## src/rtl/vga_timing_pkg.sv

```systemverilog
// Default 640x480@60Hz timing constants shared by the VGA sync generator and its users.
// Sync bounds are inclusive pixel/line numbers.
package vga_timing_pkg;

  localparam int COORD_W = 10;
  localparam int COORD_MAX = 1 << COORD_W;

  localparam int CLK_DIV_DEF = 4;

  localparam int H_VIS_DEF  = 640;
  localparam int H_FP_DEF   = 16;
  localparam int H_SYNC_DEF = 96;
  localparam int H_BP_DEF   = 48;
  localparam int V_VIS_DEF  = 480;
  localparam int V_FP_DEF   = 10;
  localparam int V_SYNC_DEF = 2;
  localparam int V_BP_DEF   = 33;

  localparam int H_TOT_DEF = H_VIS_DEF + H_FP_DEF + H_SYNC_DEF + H_BP_DEF;
  localparam int V_TOT_DEF = V_VIS_DEF + V_FP_DEF + V_SYNC_DEF + V_BP_DEF;

  localparam int HS_START_DEF = H_VIS_DEF + H_FP_DEF;
  localparam int HS_END_DEF   = HS_START_DEF + H_SYNC_DEF - 1;
  localparam int VS_START_DEF = V_VIS_DEF + V_FP_DEF;
  localparam int VS_END_DEF   = VS_START_DEF + V_SYNC_DEF - 1;

  function automatic logic in_span(input logic [COORD_W-1:0] v, input int lo, input int hi);
    return (int'(v) >= lo) && (int'(v) <= hi);
  endfunction

endpackage

```

## src/rtl/pixel_tick_div.sv

```systemverilog
// System-clock to pixel-rate divider: div_cnt runs 0..CLK_DIV-1, pixel_tick is high while div_cnt==CLK_DIV-1.
// The first tick after reset release lands on clock edge CLK_DIV-1.
module pixel_tick_div #(
  parameter int CLK_DIV = 4
) (
  input  logic clk,
  input  logic reset,
  output logic pixel_tick
);

  localparam int DIV_W = (CLK_DIV > 1) ? $clog2(CLK_DIV) : 1;
  localparam logic [DIV_W-1:0] DIV_LAST = DIV_W'(CLK_DIV - 1);

  logic [DIV_W-1:0] div_cnt;
  logic [DIV_W-1:0] div_next;

  always_comb begin
    div_next = div_cnt + DIV_W'(1);
    if (div_cnt == DIV_LAST) div_next = '0;
  end

  // Tick registered from the next count: same timing as a decode of div_cnt, but
  // guaranteed low during reset even when CLK_DIV=1.
  always_ff @(posedge clk) begin
    if (reset) begin
      div_cnt    <= '0;
      pixel_tick <= 1'b0;
    end else begin
      div_cnt    <= div_next;
      pixel_tick <= (div_next == DIV_LAST);
    end
  end

endmodule

```

## src/rtl/vga_sync_gen.sv

```systemverilog
// VGA timing master: pixel/line counters advanced on pixel_tick, registered active-low syncs
// aligned with the counters, visible-area flag and a frame-start pulse.
module vga_sync_gen
  import vga_timing_pkg::*;
#(
  parameter int CLK_DIV = CLK_DIV_DEF,
  parameter int H_VIS   = H_VIS_DEF,
  parameter int H_FP    = H_FP_DEF,
  parameter int H_SYNC  = H_SYNC_DEF,
  parameter int H_BP    = H_BP_DEF,
  parameter int V_VIS   = V_VIS_DEF,
  parameter int V_FP    = V_FP_DEF,
  parameter int V_SYNC  = V_SYNC_DEF,
  parameter int V_BP    = V_BP_DEF
) (
  input  logic               clk,
  input  logic               reset,
  output logic               pixel_tick,
  output logic               hsync,
  output logic               vsync,
  output logic               video_on,
  output logic [COORD_W-1:0] pixel_x,
  output logic [COORD_W-1:0] pixel_y,
  output logic               frame_start
);

  localparam int H_TOT    = H_VIS + H_FP + H_SYNC + H_BP;
  localparam int V_TOT    = V_VIS + V_FP + V_SYNC + V_BP;
  localparam int HS_START = H_VIS + H_FP;
  localparam int HS_END   = HS_START + H_SYNC - 1;
  localparam int VS_START = V_VIS + V_FP;
  localparam int VS_END   = VS_START + V_SYNC - 1;

  localparam logic [COORD_W-1:0] H_LAST = COORD_W'(H_TOT - 1);
  localparam logic [COORD_W-1:0] V_LAST = COORD_W'(V_TOT - 1);
  localparam logic [COORD_W-1:0] H_VIS_C = COORD_W'(H_VIS);
  localparam logic [COORD_W-1:0] V_VIS_C = COORD_W'(V_VIS);

  if (H_TOT > COORD_MAX || V_TOT > COORD_MAX) begin : g_tot_check
    $error("vga_sync_gen: H_TOT/V_TOT exceed 10-bit coordinate range");
  end

  if (CLK_DIV < 1 || CLK_DIV > 16) begin : g_div_check
    $error("vga_sync_gen: CLK_DIV must be in 1..16");
  end

  logic [COORD_W-1:0] x_next;
  logic [COORD_W-1:0] y_next;

  pixel_tick_div #(
    .CLK_DIV(CLK_DIV)
  ) u_tick_div (
    .clk       (clk),
    .reset     (reset),
    .pixel_tick(pixel_tick)
  );

  always_comb begin
    x_next = pixel_x;
    y_next = pixel_y;
    if (pixel_tick) begin
      if (pixel_x == H_LAST) begin
        x_next = '0;
        if (pixel_y == V_LAST) y_next = '0;
        else                   y_next = pixel_y + COORD_W'(1);
      end else begin
        x_next = pixel_x + COORD_W'(1);
      end
    end
  end

  // Syncs decode the next counter values so they change on the same edge as the counters.
  always_ff @(posedge clk) begin
    if (reset) begin
      pixel_x <= '0;
      pixel_y <= '0;
      hsync   <= 1'b1;
      vsync   <= 1'b1;
    end else begin
      pixel_x <= x_next;
      pixel_y <= y_next;
      hsync   <= ~in_span(x_next, HS_START, HS_END);
      vsync   <= ~in_span(y_next, VS_START, VS_END);
    end
  end

  assign video_on    = (pixel_x < H_VIS_C) && (pixel_y < V_VIS_C);
  assign frame_start = pixel_tick && (pixel_x == H_LAST) && (pixel_y == V_LAST);

endmodule

```

## config.mk

```make
export PLATFORM = sky130hd
export DESIGN_NAME = vga_sync_gen
export DESIGN_NICKNAME = d
export VERILOG_FILES = /design/src/rtl/vga_timing_pkg.sv /design/src/rtl/pixel_tick_div.sv /design/src/rtl/vga_sync_gen.sv
export SDC_FILE = /design/constraint.sdc
export NUM_CORES = 1
export LEC_CHECK = 0
export BUFFER_PORTS_ARGS = -buffer_cell sky130_fd_sc_hd__buf_2
export CORE_MARGIN = 1.5
export CORE_UTILIZATION = 57
export DETAILED_ROUTE_END_ITERATION = 7
export MAX_ROUTING_LAYER = met4
export PLACE_DENSITY = 0.82
export SLEW_MARGIN = 20
export SYNTH_ARGS = -nofsm -noshare
export SYNTH_HDL_FRONTEND = slang
export SYNTH_HIERARCHICAL = 1
export SYNTH_SLANG_ARGS = --single-unit
```

## constraint.sdc

```tcl
create_clock -name clk -period 3.9 [get_ports clk]
set_input_delay 0.195 -clock clk [delete_from_list [all_inputs] [get_ports clk]]
set_output_delay 0.195 -clock clk [all_outputs]
set_load 0.05 [all_outputs]
```

# == Yosys cells after proc, flatten, opt, wreduce, memory -nomap -nowiden ==
# Cells that the tools add are included.
# word_totals
reg_bits,25
in_bits,2
output_inout_bits,25
# classes
n_addsub,3
n_lt_le_gt_ge,6
eq_ne,4
mux,6
n_bitwise,2
reduce_logical,5
# ops
operator,count
2-to-1 mux 10 bit,5
adder 10 x 1 -> 10 bit (second input constant),2
equality test 10 bit (second input constant),2
>= comparator 10 bit (second input constant),1
>= comparator 10 x 9 -> 1 bit (second input constant),1
less-or-equal comparator 10 bit (second input constant),1
less-or-equal comparator 10 x 9 -> 1 bit (second input constant),1
less-than comparator 10 bit (second input constant),1
less-than comparator 10 x 9 -> 1 bit (second input constant),1
logical AND 1 bit,5
equality test 2 bit (second input constant),2
adder 2 x 1 -> 2 bit (second input constant),1
2-to-1 mux 2 bit,1
inverter 1 bit,2

# == Depth between registers and ports, before layout ==
# depth
depth_word,7
ltp_mapped,8
mapped_depth_nobuf,8

# == Modules after synthesis ==
# The synthesis kept the hierarchy.
# modules_own_cells
module,n_inst,cells_each,area_each_um2,seq_area_each_um2
vga_sync_gen,1,157,1224.9,440.4
pixel_tick_div,1,9,108.9,60.1

# == Least setup slack after synthesis ==
# Ideal clock, no wire load.
# synth_path
path_type,register to register
start,register pixel_x[0]
end,register vsync
setup_ns,0.130
arrival_ns,2.743
path_slack_ns,1.027
path_stages_with_launch,8
synth_period_minus_slack_ns,2.873
cell_sequence,dfxtp_1 -> ha_1 -> or4b_4 -> or3_1 -> or3_1 -> or3_1 -> a32oi_1 -> nand4_1
# synth_via
elab_chain_len,6
# synth_rtl
item,line,rtl
"start, declared",vga_sync_gen.sv:22,"output logic [COORD_W-1:0] pixel_x,"
"start signal, assigned",vga_sync_gen.sv:80,pixel_x <= x_next;
equality test 10 bit *,vga_sync_gen.sv:62,if (pixel_x == H_LAST) begin
2-to-1 mux 10 bit *,vga_sync_gen.sv:62,
2-to-1 mux 10 bit *,vga_sync_gen.sv:61,if (pixel_tick) begin
>= comparator 10 x 9 -> 1 bit or less-or-equal comparator 10 x 9 -> 1 bit (tied branches),vga_timing_pkg.sv:28,return (int'(v) >= lo) && (int'(v) <= hi);
logical AND 1 bit *,vga_timing_pkg.sv:28,
inverter 1 bit *,vga_sync_gen.sv:83,"vsync <= ~in_span(y_next, VS_START, VS_END);"
"end signal, assigned",vga_sync_gen.sv:83,
"end, declared",vga_sync_gen.sv:20,"output logic vsync,"
# Mark *: on every way between the ends. The rest lies on a longest branch, timed or not.
# A chain may end at the register's enable or synchronous reset.

# == Worst setup path in the final report ==
# layout_path
start,register pixel_x[0]
end,output frame_start
# layout_via
elab_chain_len,3
# layout_rtl
item,line,rtl
equality test 10 bit,vga_sync_gen.sv:88,assign frame_start = pixel_tick && (pixel_x == H_LAST) && (pixel_y == V_LAST);
logical AND 1 bit (2 in a row),vga_sync_gen.sv:88,
"end, declared",vga_sync_gen.sv:24,output logic frame_start
# No other way between the ends.

==> flow_summary.rst <==
.. list-table::
   :header-rows: 1

   * - Metric
     - Value
   * - # rows
     - 17
   * - Static leakage
     - 0.5734 nW
   * - Via density per instance
     - around 6
   * - Maximum clock skew at final layout
     - approximately 0.0061 ns
   * - Cell area after placement
     - 1476 µm²
   * - Crit path capture type
     - primary output
   * - Top library cells by usage in the layout, fill and taps aside
     - buf_2, dfxtp_1, nor2_1
   * - Sum of routed wire length over all layers
     - between 3 and 4 mm
   * - Largest net degree at the start of global routing
     - 25
   * - Fin. Hold Viols
     - 0
   * - Hold bufs inserted after CTS
     - 0
   * - Compound-cell area share of the yosys netlist
     - 10.88%
   * - Height of the chip
     - 51.38 µm
   * - Total of max-cap violations
     - 0
   * - Number of logic stages on the critical path including buffering
     - 6
   * - Global-route usage over all layers
     - about a quarter
   * - Post-route design area
     - 1504 µm²
   * - Combined buffer and inverter count along the critical path
     - 2
   * - Proportion of synthesized chip area in sequential cells
     - 37.52%
   * - Synthesis Warnings
     - 6
   * - Logic depth of the worst register-to-register path
     - 7
   * - Shortest period the worst path allows
     - between 2 and 3 ns
   * - Total of endpoints with negative setup slack in the final report
     - 0
   * - First-pass GRT wire length
     - 5.037 mm
   * - Signal arrival time at the worst endpoint
     - 2.79 ns
   * - Synthesized instance count
     - 166
   * - Placeable core region
     - ~2200 µm²
   * - Share of the core filled with cells
     - approximately two thirds
   * - Via count of the first global-routing pass
     - about 1,100
   * - Clk root buf
     - clkbuf_4
   * - Netlist cell types
     - 38
   * - Post-synthesis simple-gate area fraction
     - 34.15%
   * - Number of vias after detailed routing
     - 1,301
   * - Worst supply voltage drop on vdd
     - approximately 0.00022 V
   * - Post-cts gate resize count
     - 0
   * - CTS tree
     - built
   * - Antenna violations before repair
     - 0
   * - Die span in x
     - 51.38 µm
   * - Required time reported for the critical path endpoint
     - 3.70 ns
   * - Synth Area in Adders
     - 4.690%
   * - Setup fix buffers added after clock tree synthesis
     - 0
   * - Clock Tree Buf Depth
     - 2
   * - Slew margin rel.
     - 51.41%
   * - TritonCTS Buffers
     - 3
   * - FFs w/ async S/R, synth
     - 0%
   * - GRT Residual Overflow
     - 0
   * - Post-synthesis instance area
     - 1334 µm²
   * - RSZ-0062 raised after global routing
     - false
   * - Syn Nets
     - between 150 and 200
   * - Clock group share of total power
     - 29.6%
   * - Top Family by Delay on Critical Path
     - simple AND/OR/NAND/NOR gates
   * - Slowest stage cell on the critical path
     - nor3_1
   * - Final-stage net count
     - 197
   * - Classification of the worst setup path
     - reg2out
   * - Area growth from synthesis to final layout
     - 12.76%
   * - DRC marker count from the first detailed-route iteration
     - 40
   * - Number of synthesized register bits
     - 25
   * - Half-perimeter wire length after detailed placement
     - 2.127 mm
   * - Sum of negative setup slack
     - 0 ns
   * - Worst-path maximum fanout
     - 8
   * - Combinational share of power
     - 4.6%
   * - Switching share of power
     - 24.42%
   * - Achievable frequency
     - 335.3 MHz
   * - List of cells traversed by the critical path
     - ha_1, or4b_4, nor3_1, buf_4, and2_1, buf_2
   * - CTS H-Tree Depth
     - 1
   * - Power density of the placed cells
     - ~270 nW/µm²
   * - Critical Path Start Type
     - register
   * - Worst path setup slack after routing
     - 0.9175 ns
   * - Most common cell after layout, fill and taps aside
     - buf_2
   * - Worst Tran Pin Value
     - just over 0.7 ns
   * - Worst path max stage delay
     - 0.61 ns
   * - Average wire length per cell after detail routing
     - 13.98 µm
   * - Average cell area after synthesis
     - between 8 and 9 µm²
   * - Fin. max-slew vios
     - 0
   * - Predominant post-synthesis flop cell
     - dfxtp_1
   * - Pint
     - about 0.3 mW
   * - Run status
     - completed
   * - DP Worst Slack
     - between 1 and 1.5 ns
   * - Post-route fraction of the period consumed by the critical path
     - roughly three quarters
   * - Count of flip-flops with a built-in enable after synthesis
     - 0
   * - DRC viols
     - 0
   * - Routability Congestion
     - roughly 0.89
   * - Dominant combinational cell family by area after synthesis
     - simple AND/OR/NAND/NOR gates
   * - Share of power burned in registers
     - 65.8%
   * - Hold/Removal Path Class
     - in2reg
   * - Clock Pin Slew Worst Setup and Hold Paths
     - 0.14 ns
   * - Clock tree sinks
     - 25
   * - Full die area
     - 2639 µm²
   * - Fraction of final layout cells sized beyond drive strength 1
     - between 10% and 20%
   * - Count of buffers inserted at the top-level ports
     - 26
   * - Number of detailed-route iterations in the first pass
     - 5
   * - Placed Instances
     - roughly 210
   * - Mux share of post-synthesis cell area
     - under 10%
   * - Final ANT Viol Nets
     - 0
   * - Initial core utilization
     - 60.29%
   * - Source-to-sink clock delay at the later pin of the worst-skew pair
     - 0.32 ns
   * - Post-Synth XOR/XNOR Area
     - 7.880%
   * - Net load switching power
     - 0.09827 mW
   * - Number of standard cells in the final layout excluding fillers
     - between 200 and 250
   * - Total I/O pin count
     - 27
   * - Number of cells on the worst hold path
     - 2
   * - # diodes
     - 0
==> area by class of cell <==
class,count,area [µm²]
repair buffers,27,137.6
multi-input cells,129,788.3
flip-flops and latches,25,500.5
fillers,196,708.2
well taps,28,35.03
clock inverters,1,5.005
clock buffers,3,22.52
inverters,4,15.01
==> metrics by stage <==
stage | power, mW | hold WS (ns)
after floorplan | 0.2841 | 0.2594
after global placement | 0.2879 | 0.4510
after detailed placement | 0.2895 | 0.4638
after CTS | 0.4074 | 0.2602
after global routing | 0.4156 | 0.2976
final | 0.4023 | 0.2613
==> worst reg2reg max path, cell delays in order, from the launching register on <==
cell and delay [ns]:
dfxtp_1 0.46, ha_1 0.24, or4b_4 0.49, or3_1 0.52
or3_1 0.43, or3_1 0.36, a32oi_1 0.16, nand4_1 0.10
==> power by group through the flow <==
stage / clock [mW] / combinational [mW] / sequential [mW]
after floorplan: 0 / 0.0102 / 0.274
after global placement: 0 / 0.0182 / 0.270
after detailed placement: 0 / 0.0191 / 0.270
after CTS: 0.123 / 0.0191 / 0.265
after global routing: 0.129 / 0.0205 / 0.266
final: 0.119 / 0.0186 / 0.265
==> worst paths after layout <==
check                        start                    end  slack [ns]
min reg2reg  u_tick_div/div_cnt[0]  u_tick_div/div_cnt[0]        0.48
max                     pixel_x[0]            frame_start        0.92
min                          reset  u_tick_div/div_cnt[1]        0.26
max reg2reg             pixel_x[0]                  vsync        1.04
==> metal layers <==
metal / up-vias / share of wire, % / track usage (%)
met5: - / 0 / -
met4: 0 / 0.66 / 7.456
met3: 2 / 6.5 / 3.801
met2: 56 / 48 / 40.38
met1: 607 / 45 / 33.52
li1: 636 / - / -
==> flip-flops by register name (all words and copies together), names as in the netlist <==
register	count
hsync	1
pixel_y	10
vsync	1
u_tick_div/div_cnt	2
u_tick_div/pixel_tick	1
pixel_x	10
==> synthesized netlist by cell type, types with 3 or more instances <==
cell	n	area [µm²]
or3_1	4	25.02
xnor2_1	4	35.03
inv_1	4	15.01
clkbuf_1	8	30.03
dfxtp_1	25	500.5
nor2_1	21	78.83
ha_1	5	62.56
o21ai_0	6	30.03
nand3_1	9	45.04
nor3_1	14	70.07
nand2_1	12	45.04
xor2_1	8	70.07
nor2b_1	3	18.77
a21oi_1	6	30.03
nand4_1	8	50.05
==> cells by family after synthesis <==
logic type	Yosys count
adders and majority gates	5
AOI/OAI and AO/OA	24
muxes	2
and+or+nand+nor	86
DFF	25
buffers and inverters	12
xor gates and xnor gates	12
Power figures use the tool's default switching activity.
